===== config.mk =====
export PLATFORM = sky130hd
export DESIGN_NAME = tone_sequencer_flat
export DESIGN_NICKNAME = d
export VERILOG_FILES = /design/src/rtl/tone_sequencer_if.sv /design/src/rtl/tone_sequencer.sv /design/src/flat_wrapper.sv
export SDC_FILE = /design/constraint.sdc
export NUM_CORES = 1
export LEC_CHECK = 0
export CAP_MARGIN = 40
export CELL_PAD_IN_SITES_DETAIL_PLACEMENT = 0
export CELL_PAD_IN_SITES_GLOBAL_PLACEMENT = 1
export CORE_MARGIN = 5
export CORE_UTILIZATION = 48
export DETAILED_ROUTE_END_ITERATION = 12
export PLACE_DENSITY = 0.77
export REMOVE_ABC_BUFFERS = 1
export SYNTH_ARGS = -nofsm -noshare
export SYNTH_HDL_FRONTEND = slang
export SYNTH_SLANG_ARGS = --single-unit

===== constraint.sdc =====
create_clock -name clk -period 13.4 [get_ports clk]
set_clock_uncertainty 0.05 [all_clocks]
set_input_delay 1.34 -clock clk [delete_from_list [all_inputs] [get_ports clk]]
set_output_delay 1.34 -clock clk [all_outputs]
set_load 0.02 [all_outputs]

===== src/rtl/tone_sequencer_if.sv =====
// tone_sequencer_if: control and status bundle between a player and tone_sequencer.
// The master side drives switches, mode and start; the slave side (the sequencer)
// returns the tone outputs, busy flag and current step index.
interface tone_sequencer_if #(
    parameter int NOTES = 8
);
    logic [NOTES-1:0] sw;
    logic [1:0]       mode;
    logic             start;
    logic [NOTES-1:0] tone;
    logic             busy;
    logic [2:0]       step_idx;

    modport master (
        output sw, mode, start,
        input  tone, busy, step_idx
    );

    modport slave (
        input  sw, mode, start,
        output tone, busy, step_idx
    );
endinterface


===== src/rtl/tone_sequencer.sv =====
// tone_sequencer: up to eight phase-continuous square-wave oscillators on the
// C4..C5 scale, gated either live from the switches or by a step sequencer
// (ascend, ping-pong, loop). Each step lasts BEAT_CYCLES clocks.
// Optional feature: define TONE_SEQUENCER_GAP_EN to insert GAP_CYCLES silent
// clocks between consecutive steps; without it steps are back-to-back.
module tone_sequencer #(
    parameter int CLK_HZ      = 25000000,
    parameter int NOTES       = 8,
    parameter int CW          = 20,
    parameter int BEAT_CYCLES = 6250000,
    parameter int GAP_CYCLES  = 250000
) (
    input  logic            clk,
    input  logic            rst,
    tone_sequencer_if.slave bus
);

    typedef enum logic [1:0] {
        MODE_LIVE     = 2'b00,
        MODE_ASCEND   = 2'b01,
        MODE_PINGPONG = 2'b10,
        MODE_LOOP     = 2'b11
    } mode_e;

`ifdef TONE_SEQUENCER_GAP_EN
    typedef enum logic [1:0] {S_IDLE, S_PLAY, S_GAP, S_DONE} state_e;
`else
    typedef enum logic [1:0] {S_IDLE, S_PLAY, S_DONE} state_e;
`endif

    // The beat counter is at least CW bits, widened when needed so the longest
    // interval it has to time always fits.
`ifdef TONE_SEQUENCER_GAP_EN
    localparam int MAX_INTERVAL = (BEAT_CYCLES > GAP_CYCLES) ? BEAT_CYCLES : GAP_CYCLES;
`else
    localparam int MAX_INTERVAL = BEAT_CYCLES;
`endif
    localparam int BW_NEED = $clog2(MAX_INTERVAL + 1);
    localparam int BW      = (CW > BW_NEED) ? CW : BW_NEED;

    localparam logic [BW-1:0] BEAT_LAST = BW'(BEAT_CYCLES - 1);
`ifdef TONE_SEQUENCER_GAP_EN
    localparam logic [BW-1:0] GAP_LAST  = BW'(GAP_CYCLES - 1);
`else
    // GAP_CYCLES has no role without the gap state.
    logic [31:0] w_unused_gap;
    assign w_unused_gap = GAP_CYCLES;
`endif
    localparam logic [2:0] LAST_STEP = 3'(NOTES - 1);

    // Scale frequency of channel idx in Hz.
    function automatic int scale_hz(input int idx);
        case (idx)
            0:       scale_hz = 262;
            1:       scale_hz = 294;
            2:       scale_hz = 330;
            3:       scale_hz = 349;
            4:       scale_hz = 392;
            5:       scale_hz = 440;
            6:       scale_hz = 494;
            default: scale_hz = 523;
        endcase
    endfunction

    // Half-period in clocks, floored; clamped to 1 so a tiny CLK_HZ still toggles.
    function automatic logic [CW-1:0] half_of(input int idx);
        int h;
        h = CLK_HZ / (2 * scale_hz(idx));
        if (h < 1) h = 1;
        half_of = CW'(h);
    endfunction

    // ------------------------------------------------------------------
    // Oscillators: free-running, never touched by mode or gating.
    // ------------------------------------------------------------------
    logic [NOTES-1:0] w_osc;

    for (genvar g = 0; g < NOTES; g++) begin : g_osc
        localparam logic [CW-1:0] HALF_LAST = half_of(g) - CW'(1);
        logic [CW-1:0] r_cnt;
        logic          r_phase;

        // Count 0..HALF-1, then wrap and flip the phase: period is 2*HALF clocks.
        // NOTE: registers use non-blocking assignments so every flop samples pre-edge values.
        always_ff @(posedge clk or posedge rst) begin
            if (rst) begin
                r_cnt   <= '0;
                r_phase <= 1'b0;
            end else if (r_cnt == HALF_LAST) begin
                r_cnt   <= '0;
                r_phase <= ~r_phase;
            end else begin
                r_cnt <= r_cnt + CW'(1);
            end
        end

        assign w_osc[g] = r_phase;
    end

    // ------------------------------------------------------------------
    // Sequencer state
    // ------------------------------------------------------------------
    state_e           r_state;
    mode_e            r_mode;      // mode captured at start; any change aborts
    logic [2:0]       r_step;
    logic [BW-1:0]    r_beat;
    logic             r_down;      // ping-pong descending half
    logic             r_busy;
    logic [NOTES-1:0] r_tone;

    logic [NOTES-1:0] w_onehot;
    logic [NOTES-1:0] w_gate;
    logic [2:0]       w_next_step;
    logic             w_next_down;
    logic             w_final;
    logic             w_abort;

    assign w_onehot = NOTES'(1) << r_step;
    assign w_abort  = (bus.mode != r_mode) || ((r_mode == MODE_LOOP) && bus.start);

    // Channel gating: live switches in IDLE/LIVE, current step while playing, silence otherwise.
    // NOTE: default assignment first so no branch leaves w_gate unassigned and infers a latch.
    always_comb begin
        w_gate = '0;
        case (r_state)
            S_IDLE:  if (bus.mode == MODE_LIVE) w_gate = bus.sw;
            S_PLAY:  w_gate = w_onehot & bus.sw;
            default: w_gate = '0;
        endcase
    end

    // Where the sequence goes after the current beat, and whether this was the last one.
    always_comb begin
        w_next_step = r_step + 3'd1;
        w_next_down = r_down;
        w_final     = 1'b0;
        case (r_mode)
            MODE_ASCEND: w_final = (r_step == LAST_STEP);
            MODE_PINGPONG: begin
                if (r_down) begin
                    w_final     = (r_step == 3'd0);
                    w_next_step = r_step - 3'd1;
                end else if (r_step == LAST_STEP) begin
                    w_final     = (NOTES == 1);
                    w_next_step = r_step - 3'd1;
                    w_next_down = 1'b1;
                end
            end
            MODE_LOOP: if (r_step == LAST_STEP) w_next_step = 3'd0;
            default:   w_final = 1'b1;
        endcase
    end

    // Sequencer FSM with registered busy and step index.
    always_ff @(posedge clk or posedge rst) begin
        if (rst) begin
            r_state <= S_IDLE;
            r_mode  <= MODE_LIVE;
            r_step  <= 3'd0;
            r_beat  <= '0;
            r_down  <= 1'b0;
            r_busy  <= 1'b0;
        end else begin
            case (r_state)
                S_IDLE: begin
                    if (bus.start && (bus.mode != MODE_LIVE)) begin
                        r_state <= S_PLAY;
                        r_mode  <= mode_e'(bus.mode);
                        r_step  <= 3'd0;
                        r_beat  <= '0;
                        r_down  <= 1'b0;
                        r_busy  <= 1'b1;
                    end
                end
                S_PLAY: begin
                    if (w_abort) begin
                        r_state <= S_DONE;
                        r_busy  <= 1'b0;
                    end else if (r_beat == BEAT_LAST) begin
                        r_beat <= '0;
                        if (w_final) begin
                            r_state <= S_DONE;
                            r_busy  <= 1'b0;
                        end else begin
                            r_step <= w_next_step;
                            r_down <= w_next_down;
`ifdef TONE_SEQUENCER_GAP_EN
                            r_state <= S_GAP;
`endif
                        end
                    end else begin
                        r_beat <= r_beat + BW'(1);
                    end
                end
`ifdef TONE_SEQUENCER_GAP_EN
                S_GAP: begin
                    if (w_abort) begin
                        r_state <= S_DONE;
                        r_busy  <= 1'b0;
                    end else if (r_beat == GAP_LAST) begin
                        r_beat  <= '0;
                        r_state <= S_PLAY;
                    end else begin
                        r_beat <= r_beat + BW'(1);
                    end
                end
`endif
                S_DONE: r_state <= S_IDLE;
                default: begin
                    r_state <= S_IDLE;
                    r_busy  <= 1'b0;
                end
            endcase
        end
    end

    // Registered tone: oscillator phase masked by the gate.
    always_ff @(posedge clk or posedge rst) begin
        if (rst) r_tone <= '0;
        else     r_tone <= w_osc & w_gate;
    end

    assign bus.tone     = r_tone;
    assign bus.busy     = r_busy;
    assign bus.step_idx = r_step;

endmodule


===== src/flat_wrapper.sv =====
// flat-port wrapper written by rule: the top's interface ports become plain ports
module tone_sequencer_flat 
#(
    parameter int CLK_HZ      = 25000000,
    parameter int NOTES       = 8,
    parameter int CW          = 20,
    parameter int BEAT_CYCLES = 6250000,
    parameter int GAP_CYCLES  = 250000
)
  (clk, rst, bus_sw, bus_mode, bus_start, bus_tone, bus_busy, bus_step_idx);
  tone_sequencer_if #(.NOTES(NOTES)) bus_i ();
  input  logic clk;
  input  logic rst;
  input wire logic [$bits(bus_i.sw)-1:0] bus_sw;
  input wire logic [$bits(bus_i.mode)-1:0] bus_mode;
  input wire logic [$bits(bus_i.start)-1:0] bus_start;
  output wire logic [$bits(bus_i.tone)-1:0] bus_tone;
  output wire logic [$bits(bus_i.busy)-1:0] bus_busy;
  output wire logic [$bits(bus_i.step_idx)-1:0] bus_step_idx;
  assign bus_i.sw = bus_sw;
  assign bus_i.mode = bus_mode;
  assign bus_i.start = bus_start;
  assign bus_tone = bus_i.tone;
  assign bus_busy = bus_i.busy;
  assign bus_step_idx = bus_i.step_idx;
  tone_sequencer #(.CLK_HZ(CLK_HZ), .NOTES(NOTES), .CW(CW), .BEAT_CYCLES(BEAT_CYCLES), .GAP_CYCLES(GAP_CYCLES)) u_core (.clk(clk), .rst(rst), .bus(bus_i));
endmodule

# ---- After elaboration in Yosys (flattened, before gate mapping)
# Cells that the tools add are included.
dict set report classes {
  n_bitwise 11
  shifts 1
  n_reduce_logical 14
  n_mux 43
  eq_ne 23
  add_sub_neg 11
}
# cell n
set op_table {}
lappend op_table {{$add A20 B1 Y20 const B} 8}
lappend op_table {{$mux W20} 8}
lappend op_table {{$eq A20 B15 Y1 const B} 4}
lappend op_table {{$eq A20 B16 Y1 const B} 4}
lappend op_table {{$mux W23} 3}
lappend op_table {{$pmux W23 S2} 1}
lappend op_table {{$add A23 B1 Y23 const B} 1}
lappend op_table {{$eq A23 B23 Y1 const B} 1}
lappend op_table {{$mux W3} 7}
lappend op_table {{$and A8 B8 Y8} 2}
lappend op_table {{$pmux W8 S2} 1}
lappend op_table {{$mux W1} 12}
lappend op_table {{$pmux W3 S2} 2}
lappend op_table {{$not A1 Y1} 9}
lappend op_table {{$mux W2} 4}
lappend op_table {{$mux W8} 1}
lappend op_table {{$shl A1 B3 Y8 const A} 1}
lappend op_table {{$eq A2 B2 Y1 const B} 3}
lappend op_table {{$ne A2 B2 Y1 const B} 3}
lappend op_table {{$ne A3 B1 Y1 const B} 2}
lappend op_table {{$pmux W1 S3} 2}
lappend op_table {{$reduce_and A3 Y1} 2}
lappend op_table {{$reduce_and A6 Y1} 1}
lappend op_table {{$reduce_and A5 Y1} 1}
lappend op_table {{15 further kinds} 20}
dict set report word_totals {
  output_inout_bits 12
  ff_bits 208
  elab_cells 126
}

# ---- Longest topological paths before layout
# Gate-level depths: netlist of run 1.
dict set report logic_depth {
  depth_word 8
  depth_mapped 8
  depth_no_buf 7
}

# ---- Least setup slack after synthesis of run 1
# No wires, ideal clock.
dict set report synth_timing {
  path_kind {input port to flip-flop}
  startpoint {in bus_mode[1]}
  endpoint {reg u_core.r_step[2], in the netlist u_core.bus.step_idx[2]}
  cell_stages 6
  arrival_time_ps 2564
  setup_slack_ps 10699
  cell_sequence {or2_2 > and3_1 > or3_1 > buf_2 > buf_6 > o211ai_1}
}
dict set report synth_via {
  elab_chain_len 4
  elab_cells_between_ends 7
}
# element line_no
set synth_rtl {}
lappend synth_rtl {{start, declared} flat_wrapper.sv:15} ;# input wire logic [$bits(bus_i.mode)-1:0] bus_mode;
lappend synth_rtl {{$ne A2 B2 Y1 / $reduce_bool A2 Y1 (equally long branches)} {tone_sequencer.sv:119, tone_sequencer.sv:166}}
lappend synth_rtl {{$logic_or A1 B1 Y1 / $logic_and A1 B1 Y1 (equally long branches)} {tone_sequencer.sv:119, tone_sequencer.sv:166}}
lappend synth_rtl {{$ne A2 B2 Y1 (no line) / $ne A2 B1 Y1 (equally long branches)} -}
lappend synth_rtl {{$reduce_and A5 Y1 (no line) *} -}
lappend synth_rtl {{end signal, assigned} tone_sequencer.sv:185} ;# r_step <= w_next_step;
lappend synth_rtl {{end, declared} tone_sequencer.sv:105} ;# logic [2:0] r_step;
# Every way passes the cells marked *; elsewhere a longest branch is shown, timed or not.
# A chain may end at the register's enable or synchronous reset.

# ---- Final worst setup path of run 1
dict set report layout_timing {
  startpoint {in bus_mode[0]}
  endpoint {reg u_core.r_step[1], in the netlist u_core.bus.step_idx[1]}
}
# The elaborated chain is that of the path after synthesis.

==> results of run 1 <==
[critical path, delay by kind of cell]
kind            cells  cell delay [ns]
compound gates      2             0.43
xor+xnor            1             0.19
buf+inv             1             0.48
simple gates        2             1.08
[cells by family (layout without fill, tap and decap cells)]
group,after synthesis,after routing,synth area share
buffers and inverters,52,103,0.0239
adders and majority gates,22,22,0.0275
muxes,8,8,0.00850
AOI/OAI and AO/OA,67,67,0.0434
xor gates and xnor gates,150,150,0.131
DFF,208,208,0.520
and+or+nand+nor,465,465,0.246
[flip-flops by register name, summed over array words and instances, names as in the netlist]
signal and count:
u_core.bus.busy 1, u_core.bus.tone 8, u_core.r_beat 23, u_core.g_osc.r_phase 8, u_core.r_mode 2, u_core.r_state 2, u_core.bus.step_idx 3, u_core.r_down 1
u_core.g_osc.r_cnt 160
[power groups by stage]
stage	Clock (uW)	Sequential, uW	Combinational (uW)
2_1_floorplan	0	672	83.0
3_3_place_gp	0	676	126
3_5_place_dp	0	675	129
4_1_cts	648	665	129
6_report	630	665	128
5_1_grt	673	668	142
[layer usage]
metal | wire (um) | up-vias | track usage
li1 | - | 3456 | -
met3 | 538 | 32 | 0.0260
met2 | 8850 | 83 | 0.265
met1 | 9590 | 3441 | 0.238
met5 | 0 | - | 0
met4 | 453 | 0 | 0.0383
[through the flow]
step	hold WS [ns]	instance area (um2)	total power (uW)
global placement	0.406	10500	802
global route	0.440	11300	1480
CTS	0.419	11300	1440
floorplan	0.388	9870	755
detailed placement	0.411	10600	805
finish	0.416	11300	1420
[how the worst max path moves through the flow]
stage / startpoint / end / slack [ns] / depth (start not counted)
2_1_floorplan: rst / u_core.bus.busy / 6.33 / 1
3_3_place_gp: bus_mode[0] / u_core.bus.step_idx[1] / 9.79 / 6
3_5_place_dp: bus_mode[0] / u_core.bus.step_idx[0] / 9.68 / 6
4_1_cts: bus_mode[0] / u_core.bus.step_idx[1] / 10.22 / 6
5_1_grt: bus_mode[0] / u_core.bus.step_idx[0] / 10.08 / 6
6_report: bus_mode[0] / u_core.bus.step_idx[1] / 10.20 / 6
[placed cells by master (no fill, tap or decap), types with 3 or more instances in the layout]
master           instances
clkbuf_8                 3
xnor2_1                 74
nor4b_1                 12
o21ai_0                  9
nor2b_1                  8
nor4_4                   3
nand3_1                 78
and4_1                  17
clkbuf_1                 6
ha_1                    22
inv_1                   25
mux2i_1                  4
dfrtp_1                208
nand2_1                 78
xor2_1                  76
clkdlybuf4s50_1         24
buf_4                    8
a31oi_1                 32
mux2_2                   4
a21oi_1                  9
o211ai_1                 5
or3_1                    5
nand4_1                 38
nor4_1                  11
clkinv_2                 6
clkbuf_16               25
nand3b_1                11
and2_1                   4
or2_2                    4
and3_1                  37
nor3_1                  18
nor2_1                 124
nand2b_1                 4
[cell type report]
type	instances	area [um2]	share of cell area
clock buffer	34	689	0.0609
clock inverter	9	75.1	0.00663
inverter	26	105	0.00928
multi-input combinational	712	4580	0.404
sequential	208	5200	0.459
tap	270	338	0.0298
timing repair buffer	34	339	0.0299
==> results by group, run 1 <==
Run status
  – Status: finished clean

Power and ir drop
  – Peak supply drop: 0.0000791 V
  – Seq pwr share: 0.467
  – Clock share of power: 0.443
  – Switch Pwr: 360 uW
  – Internal power: 1060 uW
  – Static Leak: 0.00504 uW
  – Net Sw Frac: 0.253
  – Gate power share: 0.090
  – Pwr dens: 126 nW/um2

Routing
  – Via count: 7012
  – Initial drt markers: 419
  – Via density: 5.42
  – Wire length per cell after detailed routing: 15.0 um
  – DRC violations left: 0
  – DR pass1 iterations: 4
  – Drt total wl: 19.4 mm
  – Routed Antenna Nets: 0

Worst hold path
  – Hold path startpoint: u_core.g_osc[1].r_cnt[19]
  – Worst hold stages: 1
  – HP Class: reg2reg
  – Hold EP: u_core.g_osc[1].r_cnt[19]

Setup path
  – Critical Path RT: 13.74 ns
  – CP peak stage delay: 0.69 ns
  – Reg-to-Reg End: u_core.bus.step_idx[2]
  – Type of element capturing the critical path: register
  – Worst path slowest cell: or3_1
  – R2R Path Start: u_core.r_beat[0]
  – Critical setup path kind: in2reg
  – FF-to-FF setup slack: 10.91 ns
  – Crit path max fanout: 19
  – Crit-path cells: clkdlybuf4s50_1, xor2_1, nor4_1, or3_1, o21ai_0, o2bb2ai_1
  – Reg2reg path depth: 7
  – Critical path launch point type: input pin
  – Crit path DAT: 3.54 ns

Place
  – Pre-CTS setup slack: 9.68 ns
  – Final HPWL DP: 13.0 mm
  – GPL Wtd Cong: 0.764
  – Port-buffer cells: 24
  – Placed Instances: 1250

Clock tree
  – # Post-CTS Setup Buffers: 0
  – Bufs on Longest Clock Path: 3
  – Sinks on Clock Net: 208
  – Clock Latency Late Sink: 0.51 ns
  – CTS buffer count: 24
  – H-tree lvl count: 1
  – Hold-fix buffers at CTS: 0
  – CTS-repair resized insts: 0
  – TritonCTS clock tree: done
  – CTS Root Cell: clkbuf_16
  – Clk pin slew, worst setup/hold paths: 0.06 ns

Synth
  – Ys Warns: 0
  – Number of distinct library cells after synthesis: 52
  – EDFF count, synth: 0
  – Register area share after synthesis: 0.520
  – Synth Flop Type: dfrtp_1
  – Top-area cell type share of the netlist area: 0.520
  – Synth Register Bits: 208
  – Post-synthesis async set-or-reset flop share: 1.00
  – Synth area leader: dfrtp_1
  – Post-synthesis cell area: 10000 um2
  – Synth top area cells: dfrtp_1, xor2_1, xnor2_1
  – Cells after Synth: 972
  – Most numerous cell in the Yosys netlist: dfrtp_1
  – Syn avg cell area: 10.3 um2
  – Top cells by count, synth: dfrtp_1, nor2_1, nand2_1, nand3_1, xor2_1

Layout
  – Nets: 1041
  – Ant. Diodes: 0
  – Layout cells sized above 1: 0.0626
  – Finished Core Util: 0.556
  – # fillers: 1790
  – P&R area growth vs syn: 13.1%
  – Final Non-Filler Cells: 1293

STA
  – Final worst-path cycle share: 0.239
  – Slew @ Worst Pin: 0.807 ns
  – Final setup fails: 0
  – Setup tns final: 0 ns
  – F_max: 0.312 GHz
  – Final Max Tran Viols: 0
  – Hold Vio Cnt, Final: 0
  – RSZ-0062 raised after global routing: no
  – Min Clock Period, post-route: 3.20 ns
  – Final WS setup: 10.20 ns
  – Slew headroom: 0.461

Flow run
  – Maxcap violations: 0

GRT
  – Grt ovf: 0
  – Vias in the first global route: 6899
  – Largest net degree at the start of global routing: 102
  – Initial antenna violation count: 0
  – First-pass GRT wire length: 33.7 mm
  – Total track usage: 0.165

Floorplan
  – Starting density of the core: 0.492
  – Chip width: 154 um
  – Num rows: 52
  – Die Y: 154 um
  – Die ar.: 23900 um2
  – Core Region: 20400 um2
  – Ports: 25
No activity file was read; power rests on OpenSTA's default activity.
==> run 2: changes to the inputs <==
--- a/config.mk
+++ b/config.mk
@@ -9,9 +9,9 @@
 export CELL_PAD_IN_SITES_DETAIL_PLACEMENT = 0
 export CELL_PAD_IN_SITES_GLOBAL_PLACEMENT = 1
 export CORE_MARGIN = 5
-export CORE_UTILIZATION = 48
+export CORE_UTILIZATION = 45
 export DETAILED_ROUTE_END_ITERATION = 12
-export PLACE_DENSITY = 0.77
+export PLACE_DENSITY = 0.75
 export REMOVE_ABC_BUFFERS = 1
 export SYNTH_ARGS = -nofsm -noshare
 export SYNTH_HDL_FRONTEND = slang
==> constraint.sdc (replaced) <==
create_clock -name clk -period 2.6 [get_ports clk]
set_clock_uncertainty 0.05 [all_clocks]
set_input_delay 0.26 -clock clk [delete_from_list [all_inputs] [get_ports clk]]
set_output_delay 0.26 -clock clk [all_outputs]
set_load 0.02 [all_outputs]
==> results by group, run 2 (synthesis results as in run 1) <==
Run status
  – Status: finished clean

Floorplan
  – Num rows: 54
  – Ports: 25
  – Core Region: 21900 um2
  – Starting density of the core: 0.457
  – Die ar.: 25300 um2
  – Chip width: 159 um
  – Die Y: 159 um

Layout
  – Most frequent cells in the layout: dfrtp_1, nor2_1, nand2_1, nand3_1, xor2_1
  – Biggest regs: u_core.g_osc.r_cnt x160, u_core.r_beat x23
  – Finished Core Util: 0.525
  – Max reg flops: 160
  – Leading cell type in the layout, fill and taps excluded: dfrtp_1
  – Layout cells sized above 1: 0.0743
  – Fin area: 11500 um2
  – P&R area growth vs syn: 14.7%
  – Ant. Diodes: 0
  – Final Non-Filler Cells: 1317
  – Nets: 1058
  – Largest reg by FF count: u_core.g_osc.r_cnt

STA
  – Final worst-path cycle share: 0.859
  – Final WS setup: 0.365 ns
  – Min Clock Period, post-route: 2.23 ns
  – Hold Vio Cnt, Final: 0
  – Final Max Tran Viols: 0
  – Slew @ Worst Pin: 0.656 ns
  – F_max: 0.448 GHz
  – Slew headroom: 0.559
  – RSZ-0062 raised after global routing: no
  – Min Hold Slack: 0.156 ns
  – Final setup fails: 0

Power and ir drop
  – Peak supply drop: 0.000516 V
  – Switch Pwr: 1850 uW
  – Net Sw Frac: 0.251
  – Clock share of power: 0.441
  – Gate power share: 0.095
  – Static Leak: 0.00512 uW
  – Pwr dens: 642 nW/um2
  – Internal power: 5530 uW
  – Seq pwr share: 0.464

Routing
  – Routed Antenna Nets: 0
  – Drt total wl: 19.5 mm
  – Via density: 5.35
  – Wire length per cell after detailed routing: 14.8 um
  – DR pass1 iterations: 5
  – Via count: 7045
  – Initial drt markers: 417
  – DRC violations left: 0

Setup path
  – Critical setup path kind: reg2reg
  – Critical path launch point type: register
  – Crit path max fanout: 5
  – Crit path DAT: 2.58 ns
  – Type of element capturing the critical path: register
  – Critical Path RT: 2.95 ns

Clock tree
  – Clock Latency Late Sink: 0.51 ns
  – # Post-CTS Setup Buffers: 0
  – Sinks on Clock Net: 208
  – CTS buffer count: 24
  – TritonCTS clock tree: done
  – CTS Root Cell: clkbuf_16
  – Bufs on Longest Clock Path: 3
  – Clk pin slew, worst setup/hold paths: 0.06 ns
  – CTS-repair resized insts: 0
  – Hold-fix buffers at CTS: 0
  – H-tree lvl count: 1

Place
  – Port-buffer cells: 24
  – Placement Cell Area: 10700 um2
  – Placed Instances: 1277
  – Pre-CTS setup slack: 0.252 ns
  – GPL Wtd Cong: 0.782
  – Final HPWL DP: 13.4 mm

GRT
  – GR peak layer: met2
  – GR Util met2: 0.259
  – Total track usage: 0.155
  – Largest net degree at the start of global routing: 69
  – Initial antenna violation count: 0
  – First-pass GRT wire length: 34.3 mm
  – Grt ovf: 0
  – Met3 Use GR: 0.0261
  – Vias in the first global route: 7123
  – Grt met1 use: 0.215

Flow run
  – Maxcap violations: 0

Worst hold path
  – HP Class: in2async
## run 2: cell types whose count changed in the layout (fill, tap and decap cells not counted)
cell	previous run	this run
clkbuf_8	3	2
clkbuf_1	6	7
buf_6	1	0
clkinv_8	0	1
clkbuf_16	25	24
buf_4	8	23
clkinv_2	6	2
buf_12	0	4
buf_16	1	0
bufinv_16	1	2
## run 2: critical path, cell delays in order (launching register included)
cell	delay (ns)
dfrtp_1	0.43
ha_1	0.24
ha_1	0.22
nor2b_1	0.10
o21ai_0	0.17
nor4_1	0.49
o21ai_0	0.24
o2bb2ai_1	0.17
## run 2: area by class of cell
type	instances	area (um2)
repair buffers	51	493
flip-flops and latches	208	5200
inverters	26	105
clock inverters	7	101
well taps	280	350
clock buffers	33	654
fillers	1970	10400
multi-input cells	712	4580
## run 2: metrics by stage
stage	total power (uW)	TNS [ns]
after floorplan	3890	-705.29
after global placement	4200	0
after detailed placement	4200	0
after CTS	7480	0
after global routing	7700	0
final	7380	0
## run 2: path summary, 6_finish.rpt
path	depth (start not counted)	end	from	slack [ns]
worst max-delay path	7	u_core.bus.step_idx[0]	u_core.bus.step_idx[0]	0.37
worst min-delay path	2	u_core.bus.tone[5]	rst	0.16
worst max register to register	7	u_core.bus.step_idx[0]	u_core.bus.step_idx[0]	0.37
worst min register to register	1	u_core.g_osc[1].r_phase	u_core.g_osc[1].r_phase	0.41
max in group asynchronous	3	u_core.g_osc[3].r_cnt[18]	rst	1.71
min in group clk	3	u_core.bus.tone[6]	bus_sw[6]	0.21
## run 2: routing by layer
metal,share of wire,vias up
met5,0,-
met4,0.016,0
met3,0.033,24
met2,0.48,76
met1,0.48,3447
li1,-,3498
## run 2: power groups by stage
stage | Sequential [uW] | Combinational [uW] | Clock [uW]
global placement | 3480 | 719 | 0
CTS | 3420 | 715 | 3350
detailed placement | 3480 | 715 | 0
floorplan | 3460 | 428 | 0
finish | 3420 | 702 | 3250
global route | 3440 | 784 | 3480
